**config.mk**
```make
export PLATFORM = sky130hd
export DESIGN_NAME = esc_clk_seq
export DESIGN_NICKNAME = d
export VERILOG_FILES = /design/src/rtl/esc_clk_pkg.sv /design/src/rtl/esc_sync_2ff.sv /design/src/rtl/esc_clk_seq.sv
export SDC_FILE = /design/constraint.sdc
export NUM_CORES = 1
export LEC_CHECK = 0
export BUFFER_PORTS_ARGS = -buffer_cell sky130_fd_sc_hd__buf_4
export CORE_ASPECT_RATIO = 1.75
export CORE_UTILIZATION = 30
export DETAILED_ROUTE_END_ITERATION = 12
export MAX_ROUTING_LAYER = met4
export RECOVER_POWER = 25
export SLEW_MARGIN = 25
export SYNTH_ARGS = -nofsm -noshare
export SYNTH_HDL_FRONTEND = slang
export SYNTH_HIERARCHICAL = 1
export SYNTH_SLANG_ARGS = --single-unit
```
**constraint.sdc**
```tcl
create_clock -name clk_125_in -period 5.2 [get_ports clk_125_in]
set_input_delay 0.26 -clock clk_125_in [delete_from_list [all_inputs] [get_ports clk_125_in]]
set_output_delay 0.26 -clock clk_125_in [all_outputs]
set_load 0.05 [all_outputs]
```
**src/rtl/esc_clk_pkg.sv**
```systemverilog
// Shared types and defaults for the MMCM bring-up sequencer.
//   state_t : sequencer state encoding, also exported on state_o for debug
//   *_DEF   : default timing parameters for a 125 MHz board clock
package esc_clk_pkg;

  typedef enum logic [2:0] {
    RST1  = 3'd0,
    WAIT1 = 3'd1,
    RST2  = 3'd2,
    WAIT2 = 3'd3,
    RUN   = 3'd4,
    FAULT = 3'd5
  } state_t;

  localparam int RST_PULSE_DEF    = 16;
  localparam int HOLDOFF_DEF      = 64;
  localparam int LOCK_TIMEOUT_DEF = 125000;
  localparam int MAX_RETRY_DEF    = 3;

  // Largest of three values; sizes the shared timer.
  function automatic int max3(input int a, input int b, input int c);
    int m;
    m = (a > b) ? a : b;
    return (m > c) ? m : c;
  endfunction

endpackage

```
**src/rtl/esc_sync_2ff.sv**
```systemverilog
// Two-flop synchroniser for asynchronous level inputs.
//   clk : destination clock
//   rst : asynchronous active-high reset, clears both stages
//   d   : asynchronous inputs
//   q   : synchronised outputs, 2 cycles of latency
module esc_sync_2ff #(
  parameter int WIDTH = 1
) (
  input  logic             clk,
  input  logic             rst,
  input  logic [WIDTH-1:0] d,
  output logic [WIDTH-1:0] q
);

  (* ASYNC_REG = "TRUE" *) logic [WIDTH-1:0] meta;
  (* ASYNC_REG = "TRUE" *) logic [WIDTH-1:0] sync;

  // NOTE: synchroniser flops are reset to 0 so a lock reads as "not locked"
  // until it has been seen high after reset; no stale lock survives reset.
  always_ff @(posedge clk or posedge rst) begin
    if (rst) begin
      meta <= '0;
      sync <= '0;
    end else begin
      meta <= d;
      sync <= meta;
    end
  end

  assign q = sync;

endmodule

```
**src/rtl/esc_clk_seq.sv**
```systemverilog
// Bring-up and supervision sequencer for two cascaded MMCM stages.
// Releases stage-1 then stage-2 reset, waits for each lock with a holdoff
// and a timeout, and holds the control-domain reset request until RUN.
// In RUN a lock loss re-sequences only the affected stage; repeated lock
// timeouts latch FAULT until fault_clr.
//   clk_125_in   : free-running board clock
//   rst          : asynchronous active-high reset
//   mmcm1_locked : stage-1 lock (asynchronous)
//   mmcm2_locked : stage-2 lock (asynchronous)
//   fault_clr    : one-cycle pulse, leaves FAULT
//   mmcm1_rst    : stage-1 MMCM reset
//   mmcm2_rst    : stage-2 MMCM reset
//   ctrl_rst_req : reset request to the clk_ctrl domain
//   clk_ready    : high in RUN
//   fault        : high in FAULT
//   state_o      : current state (debug)
//   retry_cnt    : consecutive lock timeouts in the current attempt
//   loss_cnt     : lock-loss events seen in RUN, saturating
module esc_clk_seq
  import esc_clk_pkg::*;
#(
  parameter int RST_PULSE    = RST_PULSE_DEF,
  parameter int HOLDOFF      = HOLDOFF_DEF,
  parameter int LOCK_TIMEOUT = LOCK_TIMEOUT_DEF,
  parameter int MAX_RETRY    = MAX_RETRY_DEF
) (
  input  logic       clk_125_in,
  input  logic       rst,
  input  logic       mmcm1_locked,
  input  logic       mmcm2_locked,
  input  logic       fault_clr,
  output logic       mmcm1_rst,
  output logic       mmcm2_rst,
  output logic       ctrl_rst_req,
  output logic       clk_ready,
  output logic       fault,
  output logic [2:0] state_o,
  output logic [1:0] retry_cnt,
  output logic [7:0] loss_cnt
);

  localparam int CNT_W = $clog2(max3(LOCK_TIMEOUT, HOLDOFF, RST_PULSE) + 1);

  // Counters compare against N-1: the transition fires on the N-th cycle.
  localparam logic [CNT_W-1:0] PULSE_LAST = CNT_W'(RST_PULSE - 1);
  localparam logic [CNT_W-1:0] HOLD_LAST  = CNT_W'(HOLDOFF - 1);
  localparam logic [CNT_W-1:0] TO_LAST    = CNT_W'(LOCK_TIMEOUT - 1);
  localparam logic [1:0]       RETRY_MAX  = 2'(MAX_RETRY);

  logic [1:0]       lk_sync;
  logic             l1s, l2s, lk;
  state_t           state, state_n;
  logic [CNT_W-1:0] timer, timer_n;
  logic [CNT_W-1:0] to_cnt, to_n;
  logic [1:0]       retry_n;
  logic [7:0]       loss_n;

  esc_sync_2ff #(.WIDTH(2)) u_lock_sync (
    .clk (clk_125_in),
    .rst (rst),
    .d   ({mmcm2_locked, mmcm1_locked}),
    .q   (lk_sync)
  );

  assign l1s = lk_sync[0];
  assign l2s = lk_sync[1];

  // NOTE: every signal written here gets a default first, so no path can
  // leave one unassigned and infer a latch.
  always_comb begin
    state_n = state;
    timer_n = timer;
    to_n    = to_cnt;
    retry_n = retry_cnt;
    loss_n  = loss_cnt;
    lk      = (state == WAIT2) ? l2s : l1s;

    case (state)
      RST1, RST2: begin
        if (timer == PULSE_LAST) begin
          state_n = (state == RST1) ? WAIT1 : WAIT2;
          timer_n = '0;
        end else begin
          timer_n = timer + 1'b1;
        end
      end

      WAIT1, WAIT2: begin
        timer_n = '0;
        to_n    = '0;
        if (state == WAIT2 && !l1s) begin
          // Upstream clock vanished: restart from stage 1, not a timeout.
          state_n = RST1;
        end else if (lk && timer == HOLD_LAST) begin
          // Holdoff completion wins over a coincident timeout.
          state_n = (state == WAIT1) ? RST2 : RUN;
          retry_n = '0;
        end else if (to_cnt == TO_LAST) begin
          retry_n = retry_cnt + 2'd1;
          if (retry_n == RETRY_MAX) state_n = FAULT;
          else                      state_n = (state == WAIT1) ? RST1 : RST2;
        end else begin
          timer_n = lk ? timer + 1'b1 : '0;
          to_n    = to_cnt + 1'b1;
        end
      end

      RUN: begin
        // A simultaneous loss of both locks is one stage-1 loss.
        if (!l1s || !l2s) begin
          state_n = !l1s ? RST1 : RST2;
          if (loss_cnt != 8'hFF) loss_n = loss_cnt + 8'd1;
        end
      end

      FAULT: begin
        if (fault_clr) begin
          state_n = RST1;
          retry_n = '0;
        end
      end

      default: state_n = RST1;
    endcase
  end

  // Outputs are registered from the next state so they change on the same
  // edge as state_o.
  // NOTE: all state uses non-blocking assignments so every flop samples
  // pre-edge values regardless of statement order.
  always_ff @(posedge clk_125_in or posedge rst) begin
    if (rst) begin
      state        <= RST1;
      timer        <= '0;
      to_cnt       <= '0;
      retry_cnt    <= '0;
      loss_cnt     <= '0;
      mmcm1_rst    <= 1'b1;
      mmcm2_rst    <= 1'b1;
      ctrl_rst_req <= 1'b1;
      clk_ready    <= 1'b0;
      fault        <= 1'b0;
    end else begin
      state        <= state_n;
      timer        <= timer_n;
      to_cnt       <= to_n;
      retry_cnt    <= retry_n;
      loss_cnt     <= loss_n;
      mmcm1_rst    <= (state_n == RST1) || (state_n == FAULT);
      mmcm2_rst    <= (state_n inside {RST1, WAIT1, RST2, FAULT});
      ctrl_rst_req <= (state_n != RUN);
      clk_ready    <= (state_n == RUN);
      fault        <= (state_n == FAULT);
    end
  end

  assign state_o = state;

endmodule

```
==> results of run 1 <==
[sequential cells by signal, summed over array words and instances, names as in the netlist]
| signal | count |
|---|---|
| timer | 17 |
| to_cnt | 17 |
| loss_cnt | 8 |
| state_o | 3 |
| retry_cnt | 2 |
| u_lock_sync/meta | 2 |
| u_lock_sync/q | 2 |
| clk_ready | 1 |
| ctrl_rst_req | 1 |
| fault | 1 |
| mmcm1_rst | 1 |
| mmcm2_rst | 1 |
[routing by layer]
| layer | share of wire (%) | GRT usage (%) | up-vias |
|---|---|---|---|
| met5 | 0 | - | - |
| met4 | 2.9 | 6.09 | 0 |
| met3 | 1.6 | 1.93 | 14 |
| met2 | 54 | 24.9 | 30 |
| met1 | 41 | 14.6 | 1167 |
| li1 | - | - | 1170 |
[per-stage QoR]
stage	area (µm²)	util [%]
final	3290	34.8
after detailed placement	3200	33.8
after global placement	3200	33.8
after global routing	3290	34.8
after floorplan	2920	-
after CTS	3360	35.5
[cells in the mapped netlist (5+ instances only)]
cell      number  area (µm²)
dfrtp_1       53        1330
and3_1        10        62.6
xor2_1         6        52.6
xnor2_1        8        70.1
nand4_1        6        37.5
nand2b_1       5        31.3
mux2i_1        5        50.1
nor4_1         5        31.3
nand2_1       39         146
nor2_1        15        56.3
o21ai_0       41         205
or3_1          7        43.8
nor3_1         9        45.0
nand3_1       21         105
inv_1         15        56.3
a21oi_1       13        65.1
clkbuf_1       6        22.5
[cell families after synthesis]
group                    count (synthesis)
adder cells (fa/ha/maj)                  4
buffers and inverters                   25
flip-flops                              56
AND/OR/NAND/NOR                        137
AO/OA/AOI/OAI                           73
XOR/XNOR                                14
multiplexers                             8
[power by group through the flow]
stage | combinational (µW) | clock [µW] | sequential, µW
2_1_floorplan | 240 | 0 | 580
3_3_place_gp | 362 | 0 | 544
3_5_place_dp | 366 | 0 | 546
4_1_cts | 368 | 357 | 537
5_1_grt | 400 | 369 | 547
6_report | 355 | 342 | 538
[cell type report]
| cell class | instances | area, µm² |
|---|---|---|
| inverters | 15 | 56.3 |
| repair buffers | 24 | 119 |
| clock inverters | 1 | 7.51 |
| well taps | 122 | 153 |
| fillers | 948 | 6170 |
| flip-flops and latches | 56 | 1410 |
| clock buffers | 7 | 143 |
| multi-input cells | 236 | 1410 |
[worst max-delay path by stage]
stage	from	to	slack, ns	cells past startpoint
6_report	rst	state_o[2]$_DFF_PP0_	2.05	4
5_1_grt	rst	state_o[2]$_DFF_PP0_	1.35	4
4_1_cts	state_o[2]$_DFF_PP0_	to_cnt[7]$_DFFE_PP0N_	2.32	6
3_5_place_dp	state_o[2]$_DFF_PP0_	to_cnt[16]$_DFFE_PP0N_	2.33	6
3_3_place_gp	to_cnt[3]$_DFFE_PP0N_	timer[4]$_DFFE_PP0P_	2.36	6
2_1_floorplan	state_o[2]$_DFF_PP0_	to_cnt[15]$_DFFE_PP0N_	2.94	8
[cells in the final DEF (no fill, tap or decap), drive strengths merged, types with 4 or more instances in the layout]
cell type	synthesis	routed
xnor2	8	8
or3	7	7
clkbuf	6	26
buf	4	4
nand4	6	6
and3	10	10
xor2	6	6
inv	15	14
dfrtp	53	53
o21ai	42	42
ha	4	4
nor2	15	15
nor2b	4	4
nand2	39	39
nand3	21	21
nor4	6	6
mux2i	5	5
nand2b	5	5
a21oi	15	15
nor3	9	9
[critical path, delay by kind of cell]
family   cells  cell delay, ns
buf+inv      4            2.66
==> out/results.env, run 1 <==
STATUS='finished with violations'
FAILED_CHECKS='capacitance limit, slew limit'
SYNTH-XOR-AREA-SHARE_PCT=4.20
GRT_PASS1_WL_UM=10900
POWER.IR.VDD_WORST_V=0.000175
GLOBALROUTETOTALUTIL_PCT=13.7
ROUTE.FINAL.WIRE_LENGTH_UM=6370
TIMING.MAX_CAP.VIOLATIONS=1
CRIT_FANOUT=52
FIN_SKEW_NS=0.00675
GRT-OVFL-TOTAL=0
ROUTABILITYCONGESTION=0.824
HOLD_BUFFERS=1
YS_DOMINANT_REG_CELL='dfrtp_1'
CTS_MAX_PATH_BUFFERS=2
FLOORPLAN.IO_PINS=23
HOLD_START='mmcm2_locked'
DP_WORST_SETUP_SLACK_NS=2.33
TOTAL_LEAKAGE_POWER_uW=0.00139
NUM_ANTENNA_CELLS=0
FINAL_REPORT_SETUP_VIOLATION_COUNT=0
CHIPHEIGHT_UM=132
MAX_CLOCK_FREQ_MHz=318
PERIOD_SHARE_PCT=60.6
CLKSLEWWORSTSETUPHOLDPATHS_NS=0.07
FLOORPLAN.INITIALDENSITY_PCT=30.8
SYNTH-SIMPLE-AREA-SHARE_PCT=25.1
FINAL.MIN_CLOCK_PERIOD_NS=3.15
POWER_SWITCHING_SHARE_PCT=36.2
CTS_RESIZED=0
SYNTH_FP_NETS=326
FINALNONFILLERCELLS=461
MAXIMUM_NUMBER_OF_PINS_ON_ONE_NET_BEFORE_GLOBAL_ROUTE_REPAIR=53
WORSTSETUPENDPOINTTYPE='async pin'
POST_SYNTH_FA_HA_MAJ_AREA_FRACTION_PCT=1.72
PWR_DENSITY_CELL_mW_PER_MM2=375
FIRST_PASS_ITERS=4
FIN_WORST_HOLD_SLACK_NS=0.0951
WORST_HOLD_PATH.NUM_CELLS=1
HOLD_VIOL_FINAL=0
NUMCTSBUFFERS=5
CTS.ROOT.BUFFER_CELL='clkbuf_16'
PLACEDCELLCOUNT=452
HTREEDEPTH=2
POSTCTSSETUPREPAIRBUFS=0
TRANSITION_TIME_OF_THE_TIGHTEST_SLEW_CHECK_PIN_NS=2.79
TRITONCTS='done'
CPMAXSTAGEDELAYCELL='clkbuf_1'
P_SW_uW=447
YS_ASYNC_SR_FRACTION_PCT=100
AREAGROWTHSYNTHTOFINISH_PCT=13.0
YS_SEQ_AREA_SHARE_PCT=48.2
NUMBER_OF_VIOLATIONS_REPORTED_AT_THE_END_OF_DETAILED_ROUTING_ITERATION_0=112
R2R_SETUP_SLACK_NS=2.32
INTPOWER_uW=787
FLOORPLAN.ROWS=47
POST_DRT_WL_PER_CELL_UM=13.8
BUFFER_PORTS.INSERTED=22
YS.WARNINGS.COUNT=6
SYNTH_CELLS=317
ANTENNA_VIOLATIONS_BEFORE_REPAIR=0
SYNTH_TOP_FAMILY_BY_AREA='simple AND/OR/NAND/NOR gates'
DRC_ERRORS=0
SYNTH_CELL_TYPE_COUNT=50
HPWLAFTERDP_UM=4630
WORSTPATHCELLLIST='dlygate4sd3_1, clkbuf_1, clkinv_1, clkbuf_1'
MIN_DELAY_WORST_ENDPOINT='u_lock_sync/meta[1]$_DFF_PP0_'
COMB_POWER_SHARE_PCT=28.8
R2R_CELLS=6
ANTENNA_LEFT=0
SYNTH-EDFF-COUNT=0
CLOCK_SHARE_OF_POWER_PCT=27.7
STARTPOINT_TYPE_OF_THE_WORST_SETUP_PATH='input pin'
FINAL_CRITICAL_PATH_SETUP_SLACK_NS=2.05
CHIPWIDTH_UM=76.5
WORST-ENDPOINT-ARRIVAL_NS=2.94
MAX_STAGE_DELAY_NS=1.97
HP-CLASS='in -> reg'
MAXSLEWVIOLCOUNT=53
R2R-END='to_cnt[7]$_DFFE_PP0N_'
CLOCK_SINK_COUNT=56
CORE_AREA_MM2=0.00947
CLKLATENCYLATEPIN_NS=0.29
SYN-MEAN-INSTANCE-AREA_UM2=9.20
COMPLEX_GATE_FRACTION_OF_THE_SYNTHESIZED_AREA_PCT=14.5
NUMBER_OF_GLOBAL_ROUTE_VIAS_BEFORE_REPAIR=2317
NUM_VIAS=2381
SHARE_OF_POWER_BURNED_IN_REGISTERS_PCT=43.6
SYNTHMUXAREASHARE_PCT=2.87
DIE_AREA_MM2=0.0101
FIN_NETS=347
WORST_R2R_STARTPOINT='state_o[2]$_DFF_PP0_'
REQUIRED_TIME_WORST_ENDPOINT_NS=4.99
MAX_SLEW_HEADROOM_AT_THE_WORST_PIN_PCT=-86.0
PWR_TOTAL_uW=1230
RSZ0062_AT_GRT='false'
PATH_COMMON_CELL='clkbuf_1'
SYNTH_SEQ_CELLS=56
SETUP_TNS_NS=0
MAPPEDNETLISTAREA_MM2=0.00292
FINAL_LAYOUT_SIZE_SUFFIX_GT1_SHARE_PCT=7.67
ROUTED_VIA_DENSITY=5.16
CRITICAL_SETUP_PATH_CLASS='in -> async'
Note: power is estimated with default switching activity, not from simulation.
==> inputs of run 2 (changes only) <==
- clock period: 5.2 -> 3.3 ns (I/O delays scaled with it)
==> run 2 against run 1 <==
The run now ends clean. Setup slack got worse by 1.4 ns. Largest cell class unchanged. Critical endpoint is now timer[4]$_DFFE_PP0P_. Global-route usage increased by 0.58 points. Wire length increased by 1.4%. Critical path depth increased by 3. First-iteration DRC count increased by 17%. Clock power increased by 98%. Combinational power increased by 67%. Non-clock buffer count increased by 6.
==> out/results.env, run 2 (synthesized netlist as in run 1, its figures left out) <==
PLACEDCELLCOUNT=456  # +0.88%
GLOBALROUTETOTALUTIL_PCT=14.3  # +0.58 points
CHIPHEIGHT_UM=132  # unchanged
RSZ0062_AT_GRT='false'
LAYOUT_COMMONEST_CELL='dfrtp_1'
POST_DRT_WL_PER_CELL_UM=13.8  # +0.12%
POST_DP_CELL_AREA_MM2=0.00323  # +0.94%
SETUP_TNS_NS=0  # unchanged
GRT_PASS1_WL_UM=11200  # +2.5%
LAYOUT_COMMON_CELLS='53 x dfrtp_1, 41 x o21ai_0, 39 x nand2_1, 21 x nand3_1, 21 x buf_4'
CPMAXSTAGEDELAYCELL='or4b_1'
MAXIMUM_NUMBER_OF_PINS_ON_ONE_NET_BEFORE_GLOBAL_ROUTE_REPAIR=32  # -40%
MAX_SLEW_HEADROOM_AT_THE_WORST_PIN_PCT=45.0  # +130 points
TIMING.MAX_CAP.VIOLATIONS=0  # -1
NUMBER_OF_VIOLATIONS_REPORTED_AT_THE_END_OF_DETAILED_ROUTING_ITERATION_0=131  # +17%
CTS_MAX_PATH_BUFFERS=2  # unchanged
FLOORPLAN.INITIALDENSITY_PCT=30.8  # unchanged
STATUS='finished clean'
CHIPWIDTH_UM=76.5  # unchanged
WORST-ENDPOINT-ARRIVAL_NS=2.80  # -0.14 ns
DRC_ERRORS=0  # unchanged
BUFFER_PORTS.INSERTED=22  # unchanged
NUM_VIAS=2377  # -0.17%
CRIT_FANOUT=13  # -75%
LAYOUT_TOP_REGISTERS='timer: 17 flops, to_cnt: 17 flops, loss_cnt: 8 flops'
TOTAL_LEAKAGE_POWER_uW=0.00150  # +7.5%
ROUTABILITYCONGESTION=0.881  # +6.9%
HP-CLASS='in -> async'
FILLCELLCOUNT=929  # -2.0%
ANTENNA_LEFT=0  # unchanged
FLOORPLAN.IO_PINS=23  # unchanged
FIN_SKEW_NS=0.00886  # +0.00211 ns
FINALNONFILLERCELLS=467  # +1.3%
CORE_AREA_MM2=0.00947  # unchanged
NUMBER_OF_GLOBAL_ROUTE_VIAS_BEFORE_REPAIR=2318  # +0.043%
MAX_CLOCK_FREQ_MHz=383
TRANSITION_TIME_OF_THE_TIGHTEST_SLEW_CHECK_PIN_NS=0.824  # -1.97 ns
WORSTPATHCELLLIST='or4b_1, nor4_4, buf_4, nand3b_2, nand2_1, a21o_1, a22o_1'
FINAL_LAYOUT_SIZE_SUFFIX_GT1_SHARE_PCT=12.5  # +4.8 points
CLKSLEWWORSTSETUPHOLDPATHS_NS=0.07  # about the same
MAXSLEWVIOLCOUNT=0  # -100%
CLKLATENCYLATEPIN_NS=0.30  # about the same
NUMCTSBUFFERS=5  # unchanged
TRITONCTS='done'
POWER.IR.VDD_WORST_V=0.000432  # +150%
DIE_AREA_MM2=0.0101  # unchanged
LAYOUT.CELL_AREA.NON_FILLER_MM2=0.00343  # +4.2%
AREAGROWTHSYNTHTOFINISH_PCT=17.7
REQUIRED_TIME_WORST_ENDPOINT_NS=3.49  # -1.50 ns
ROUTE.FINAL.WIRE_LENGTH_UM=6470  # +1.4%
ANTENNA_VIOLATIONS_BEFORE_REPAIR=0  # unchanged
CTS.ROOT.BUFFER_CELL='clkbuf_16'
PERIOD_SHARE_PCT=79.1
FINAL.MIN_CLOCK_PERIOD_NS=2.61
HOLD_VIOL_FINAL=0  # unchanged
R2R_SETUP_SLACK_NS=0.69  # -1.63 ns
CLOCK_SINK_COUNT=56  # unchanged
MAX_STAGE_DELAY_NS=0.59  # -1.38 ns
FIN_NETS=353  # +1.7%
HPWLAFTERDP_UM=4730  # +2.1%
WORSTSETUPENDPOINTTYPE='flop'
GRT-OVFL-TOTAL=0  # unchanged
PWR_DENSITY_CELL_mW_PER_MM2=616  # +65%
FINAL_REPORT_SETUP_VIOLATION_COUNT=0  # unchanged
STARTPOINT_TYPE_OF_THE_WORST_SETUP_PATH='flop'
CRITICAL_SETUP_PATH_CLASS='reg -> reg'
FIRST_PASS_ITERS=4  # unchanged
FLOORPLAN.ROWS=47  # unchanged
HTREEDEPTH=2  # unchanged
ROUTED_VIA_DENSITY=5.09  # -1.5%
NUM_ANTENNA_CELLS=0  # unchanged
## run 2: cell types whose count changed in the layout (fill, tap and decap cells not counted), sizes merged
cell,previous run,this run
buf,4,21
clkbuf,26,12
bufinv,0,2
dlygate4sd3,1,3
clkinv,1,0
clkinvlp,1,0
inv,14,15
## run 2: area by class of cell
| type | instances | area [µm²] | area share (%) |
|---|---|---|---|
| multi-input combinational | 236 | 1410 | 41.1 |
| sequential | 56 | 1410 | 40.9 |
| timing repair buffer | 30 | 218 | 6.34 |
| tap | 122 | 153 | 4.45 |
| clock buffer | 6 | 129 | 3.76 |
| clock inverter | 2 | 60.1 | 1.75 |
| inverter | 15 | 56.3 | 1.64 |
## run 2: repair_timing
action | in CTS | in global routing
hold buffers | 3 | 0
resized for setup | 0 | 0
hold endpoints to repair | 27 | 0
endpoints found under the setup margin | 0 | 0
buffers inserted | 0 | 0
## run 2: path summary, 6_finish.rpt
check                           cells past startpoint                          start                         end
worst max-delay path                                7          to_cnt[3]$_DFFE_PP0N_        timer[4]$_DFFE_PP0P_
worst min-delay path                                3                            rst  u_lock_sync/q[1]$_DFF_PP0_
worst max register to register                      7          to_cnt[3]$_DFFE_PP0N_        timer[4]$_DFFE_PP0P_
worst min register to register                      0  u_lock_sync/meta[0]$_DFF_PP0_  u_lock_sync/q[0]$_DFF_PP0_
max in group asynchronous                           4                            rst         mmcm1_rst$_DFF_PP1_
min in group clk_125_in                             4                      fault_clr    retry_cnt[0]$_DFFE_PP0P_
## run 2: report_power, final
group | total [µW] | switching (µW) | internal [µW]
sequential | 847 | 83.3 | 764
combinational | 593 | 388 | 204
clock | 676 | 240 | 435
total | 2120 | 712 | 1400
## run 2: layer usage
| layer | GRT usage, % | wire length [µm] |
|---|---|---|
| met1 | 15.3 | 2580 |
| met2 | 24.5 | 3400 |
| met3 | 2.14 | 177 |
| met4 | 9.08 | 308 |
| met5 | - | 0 |
## run 2: worst max-delay path, delay by kind of cell, from the launching register on
family	cells	cell delay, ns
AND/OR/NAND/NOR	4	1.36
AO/OA/AOI/OAI	2	0.49
flip-flops	1	0.42
buffers and inverters	1	0.22
## run 2: through the flow
| step | total power [µW] | util [%] | setup WS (ns) | hold slack [ns] |
|---|---|---|---|---|
| floorplan | 1290 | - | 1.04 | -0.0689 |
| global placement | 1450 | 34.1 | 0.831 | 0.0657 |
| detailed placement | 1460 | 34.1 | 0.715 | 0.0709 |
| CTS | 2150 | 36.4 | 0.710 | 0.265 |
| global route | 2250 | 36.2 | 0.532 | 0.311 |
| finish | 2120 | 36.2 | 0.688 | 0.267 |
==> inputs of run 3 (changes only) <==
- ABC_AREA: default -> 1
- clock period: 3.3 -> 2.59 ns (I/O delays scaled with it)
==> run 3 against run 2 <==
Global-route usage up 0.36 points. Power increased by 27%. Clock power is 7.1% higher. Non-clock buffer count is 1 lower. Final area rose by 2.6%. Wire length grew 7.6%. First-iteration DRC count shrank 25%. Combinational power increased by 41%. Maximum frequency up 38%. Core utilization down 0.71 points. Largest power group unchanged. Highest routed layer unchanged.
==> out/results.env, run 3 <==
YS_DOMINANT_REG_CELL='dfrtp_1'
TIMING.MAX_CAP.VIOLATIONS=0  # unchanged
TRANSITION_TIME_OF_THE_TIGHTEST_SLEW_CHECK_PIN_NS=1.29  # +0.470 ns
HOLD_BUFFERS=3  # unchanged
HTREEDEPTH=2  # unchanged
NUMBER_OF_VIOLATIONS_REPORTED_AT_THE_END_OF_DETAILED_ROUTING_ITERATION_0=98  # -25%
LAYOUT_TOP_REGISTERS='timer: 17 flops, to_cnt: 17 flops, loss_cnt: 8 flops'
SYNTH_SEQ_CELLS=56  # unchanged
SYN-MEAN-INSTANCE-AREA_UM2=7.94  # -14%
NUMCTSBUFFERS=5  # unchanged
TRITONCTS='done'
TOTAL_LEAKAGE_POWER_uW=0.00163  # +9.2%
CTS_RESIZED=0  # unchanged
BUFFER_PORTS.INSERTED=22  # unchanged
CPMAXSTAGEDELAYCELL='dfrtp_1'
R2R_SETUP_SLACK_NS=0.70  # about the same
ROUTED_WL_MET3_UM=199  # +12%
PERIOD_SHARE_PCT=72.9  # -6.2 points
GRT_PASS1_WL_UM=11700  # +4.6%
PWR_DENSITY_CELL_mW_PER_MM2=760  # +23%
GRT-OVFL-TOTAL=0  # unchanged
STATUS='finished clean'
HPWLAFTERDP_UM=5140  # +8.6%
SYNTH_FP_NETS=394  # +21%
YS_TOP_CELLS_BY_COUNT='84 x nand2_1, 53 x dfrtp_1, 53 x inv_1, 42 x nor2_1, 36 x nand3_1'
CLOCK_SINK_COUNT=56  # unchanged
SYNTHDOMINANTCELLAREASHARE_PCT=43.4  # -2.1 points
TOP_LAYER_USED='met4'
MAX_SLEW_HEADROOM_AT_THE_WORST_PIN_PCT=13.7  # -31 points
FIN_SKEW_NS=0.00908  # +0.000218 ns
FINAL.MIN_CLOCK_PERIOD_NS=1.89  # -0.724 ns
ROUTED_VIA_DENSITY=4.71  # -7.4%
FIN_NETS=426  # +21%
FILLCELLCOUNT=1067  # +15%
MET2ROUTEDLENGTH_UM=3890  # +15%
SYNTH-EDFF-COUNT=0  # unchanged
MAX_STAGE_DELAY_NS=0.41  # -0.18 ns
YS.WARNINGS.COUNT=6  # unchanged
MAPPEDNETLISTAREA_MM2=0.00306  # +4.8%
LAYOUT_COMMON_CELLS='84 x nand2_1, 53 x dfrtp_1, 52 x inv_1, 42 x nor2_1, 36 x nand3_1'
FINAL_REPORT_SETUP_VIOLATION_COUNT=0  # unchanged
ROUTABILITYCONGESTION=0.859  # -2.5%
NUM_ANTENNA_CELLS=0  # unchanged
CLKSLEWWORSTSETUPHOLDPATHS_NS=0.08  # about the same
RSZ0062_AT_GRT='false'
CORE_AREA_MM2=0.00991  # +4.7%
POWER.IR.VDD_WORST_V=0.000391  # -9.5%
DIE_AREA_MM2=0.0106  # +4.7%
REQUIRED_TIME_WORST_ENDPOINT_NS=2.79  # -0.70 ns
GLOBALROUTETOTALUTIL_PCT=14.7  # +0.36 points
CHIPWIDTH_UM=78.3  # +2.3%
CP_NUM_BUF_INV=2  # +1
FLOORPLAN.INITIALDENSITY_PCT=30.9  # +0.054 points
LAYOUT_COMMONEST_CELL='nand2_1'
FIRST_PASS_ITERS=6  # +2
WORSTPATHCELLLIST='ha_1, nand3_2, nor3_1, nand2_1, nand2_1, nand3_2, inv_2, or2_1, inv_1'
R2R-END='timer[11]$_DFFE_PP0P_'
MAXIMUM_NUMBER_OF_PINS_ON_ONE_NET_BEFORE_GLOBAL_ROUTE_REPAIR=53  # +66%
SYNTH_CELLS=385  # +21%
R2R_CELLS=9  # +2
ROUTE.FINAL.WIRE_LENGTH_UM=6960  # +7.6%
AREAGROWTHSYNTHTOFINISH_PCT=15.2
SYNTH_CELL_TYPE_COUNT=37  # -26%
MULTIINPUTGATEAREA_MM2=0.00142  # +0.27%
WORST_R2R_STARTPOINT='timer[0]$_DFFE_PP0P_'
WORSTSETUPENDPOINTTYPE='flop'
FLOORPLAN.IO_PINS=23  # unchanged
PWR_TOTAL_uW=2680  # +27%
DRT-MET1-WL_UM=2720  # +5.1%
POSTCTSSETUPREPAIRBUFS=0  # unchanged
DRC_ERRORS=0  # unchanged
CTS.ROOT.BUFFER_CELL='clkbuf_16'
YS_ASYNC_SR_FRACTION_PCT=100  # unchanged
FLOORPLAN.ROWS=48  # +2.1%
CHIPHEIGHT_UM=136  # +2.4%
HP-CLASS='in -> async'
YS_SEQ_AREA_SHARE_PCT=45.9  # -2.2 points
CRITICAL_SETUP_PATH_CLASS='reg -> reg'
HOLD_VIOL_FINAL=0  # unchanged
CRITICAL-PATH-TOP-DELAY-FAMILY='simple AND/OR/NAND/NOR gates'
POST_DRT_WL_PER_CELL_UM=12.8  # -7.5%
SETUP_TNS_NS=0  # unchanged
ANTENNA_LEFT=0  # unchanged
SEQ_AREA_MM2=0.00141  # unchanged
NUMBER_OF_GLOBAL_ROUTE_VIAS_BEFORE_REPAIR=2549  # +10%
STARTPOINT_TYPE_OF_THE_WORST_SETUP_PATH='flop'
YOSYSTOPAREACELL='dfrtp_1'
MAIN_AREA_CONTRIBUTORS_AFTER_SYNTHESIS='dfrtp_1 43%, nand2_1 10%, inv_1 6.5%'
WORST-ENDPOINT-ARRIVAL_NS=2.09  # -0.71 ns
FINAL_LAYOUT_SIZE_SUFFIX_GT1_SHARE_PCT=11.0  # -1.5 points
SYNTHMOSTINSTANTIATEDCELL='nand2_1'
NUM_VIAS=2559  # +7.7%
MAX_CLOCK_FREQ_MHz=530  # +38%
CRIT_FANOUT=6  # -7
ANTENNA_VIOLATIONS_BEFORE_REPAIR=0  # unchanged
MAXSLEWVIOLCOUNT=0  # unchanged
CLKLATENCYLATEPIN_NS=0.30  # about the same
CTS_MAX_PATH_BUFFERS=2  # unchanged
## run 3: metrics by stage
stage | hold WS, ns | std cells | utilization [%] | worst slack, ns | instance area [µm²]
after floorplan | -0.104 | 385 | - | 0.699 | 3060
after global placement | 0.0403 | 532 | 34.2 | 0.722 | 3390
after detailed placement | 0.0429 | 532 | 34.2 | 0.735 | 3390
after CTS | 0.286 | 543 | 36.1 | 0.704 | 3580
after global routing | 0.300 | 543 | 35.5 | 0.450 | 3520
final | 0.267 | 543 | 35.5 | 0.702 | 3520
## run 3: logic make-up after synthesis
kind of cell / share of synthesized area [%]
AO/OA/AOI/OAI: 8.22
XOR/XNOR: 6.30
adder cells (fa/ha/maj): 1.64
buffers and inverters: 7.77
flip-flops: 45.9
multiplexers: 0.368
AND/OR/NAND/NOR: 29.7
## run 3: layout make-up
type	count	share of cell area, %
Timing Repair Buffer	29	4.72
Clock buffer	6	3.94
Clock inverter	2	0.533
Tap cell	125	4.44
Multi-Input combinational cell	266	40.2
Sequential cell	56	39.9
Inverter	59	6.29
## run 3: worst max-delay path by stage
| stage | start | to | slack (ns) | cells past startpoint |
|---|---|---|---|---|
| after floorplan | state_o[2]$_DFF_PP0_ | loss_cnt[7]$_DFFE_PP0P_ | 0.70 | 9 |
| after global placement | state_o[2]$_DFF_PP0_ | to_cnt[4]$_DFFE_PP0N_ | 0.72 | 9 |
| after detailed placement | timer[0]$_DFFE_PP0P_ | timer[11]$_DFFE_PP0P_ | 0.73 | 9 |
| after CTS | timer[0]$_DFFE_PP0P_ | timer[11]$_DFFE_PP0P_ | 0.70 | 9 |
| after global routing | state_o[2]$_DFF_PP0_ | to_cnt[4]$_DFFE_PP0N_ | 0.45 | 9 |
| final | timer[0]$_DFFE_PP0P_ | timer[11]$_DFFE_PP0P_ | 0.70 | 9 |
## run 3: worst register-to-register path: stages, from the launching register on
cell and delay [ns]:
dfrtp_1 0.41, ha_1 0.24, nand3_2 0.16, nor3_1 0.34, nand2_1 0.13, nand2_1 0.11, nand3_2 0.18, inv_2 0.10
or2_1 0.10, inv_1 0.03
## run 3: power breakdown
part | internal, µW | switching, µW | total [µW]
Combinational | 249 | 586 | 835
Clock | 393 | 332 | 724
Sequential | 991 | 128 | 1120
## run 3: routing by layer
| metal | up-vias | track usage (%) |
|---|---|---|
| met3 | 9 | 2.36 |
| met4 | 0 | 5.97 |
| li1 | 1306 | - |
| met2 | 27 | 27.6 |
| met5 | - | - |
| met1 | 1217 | 14.8 |
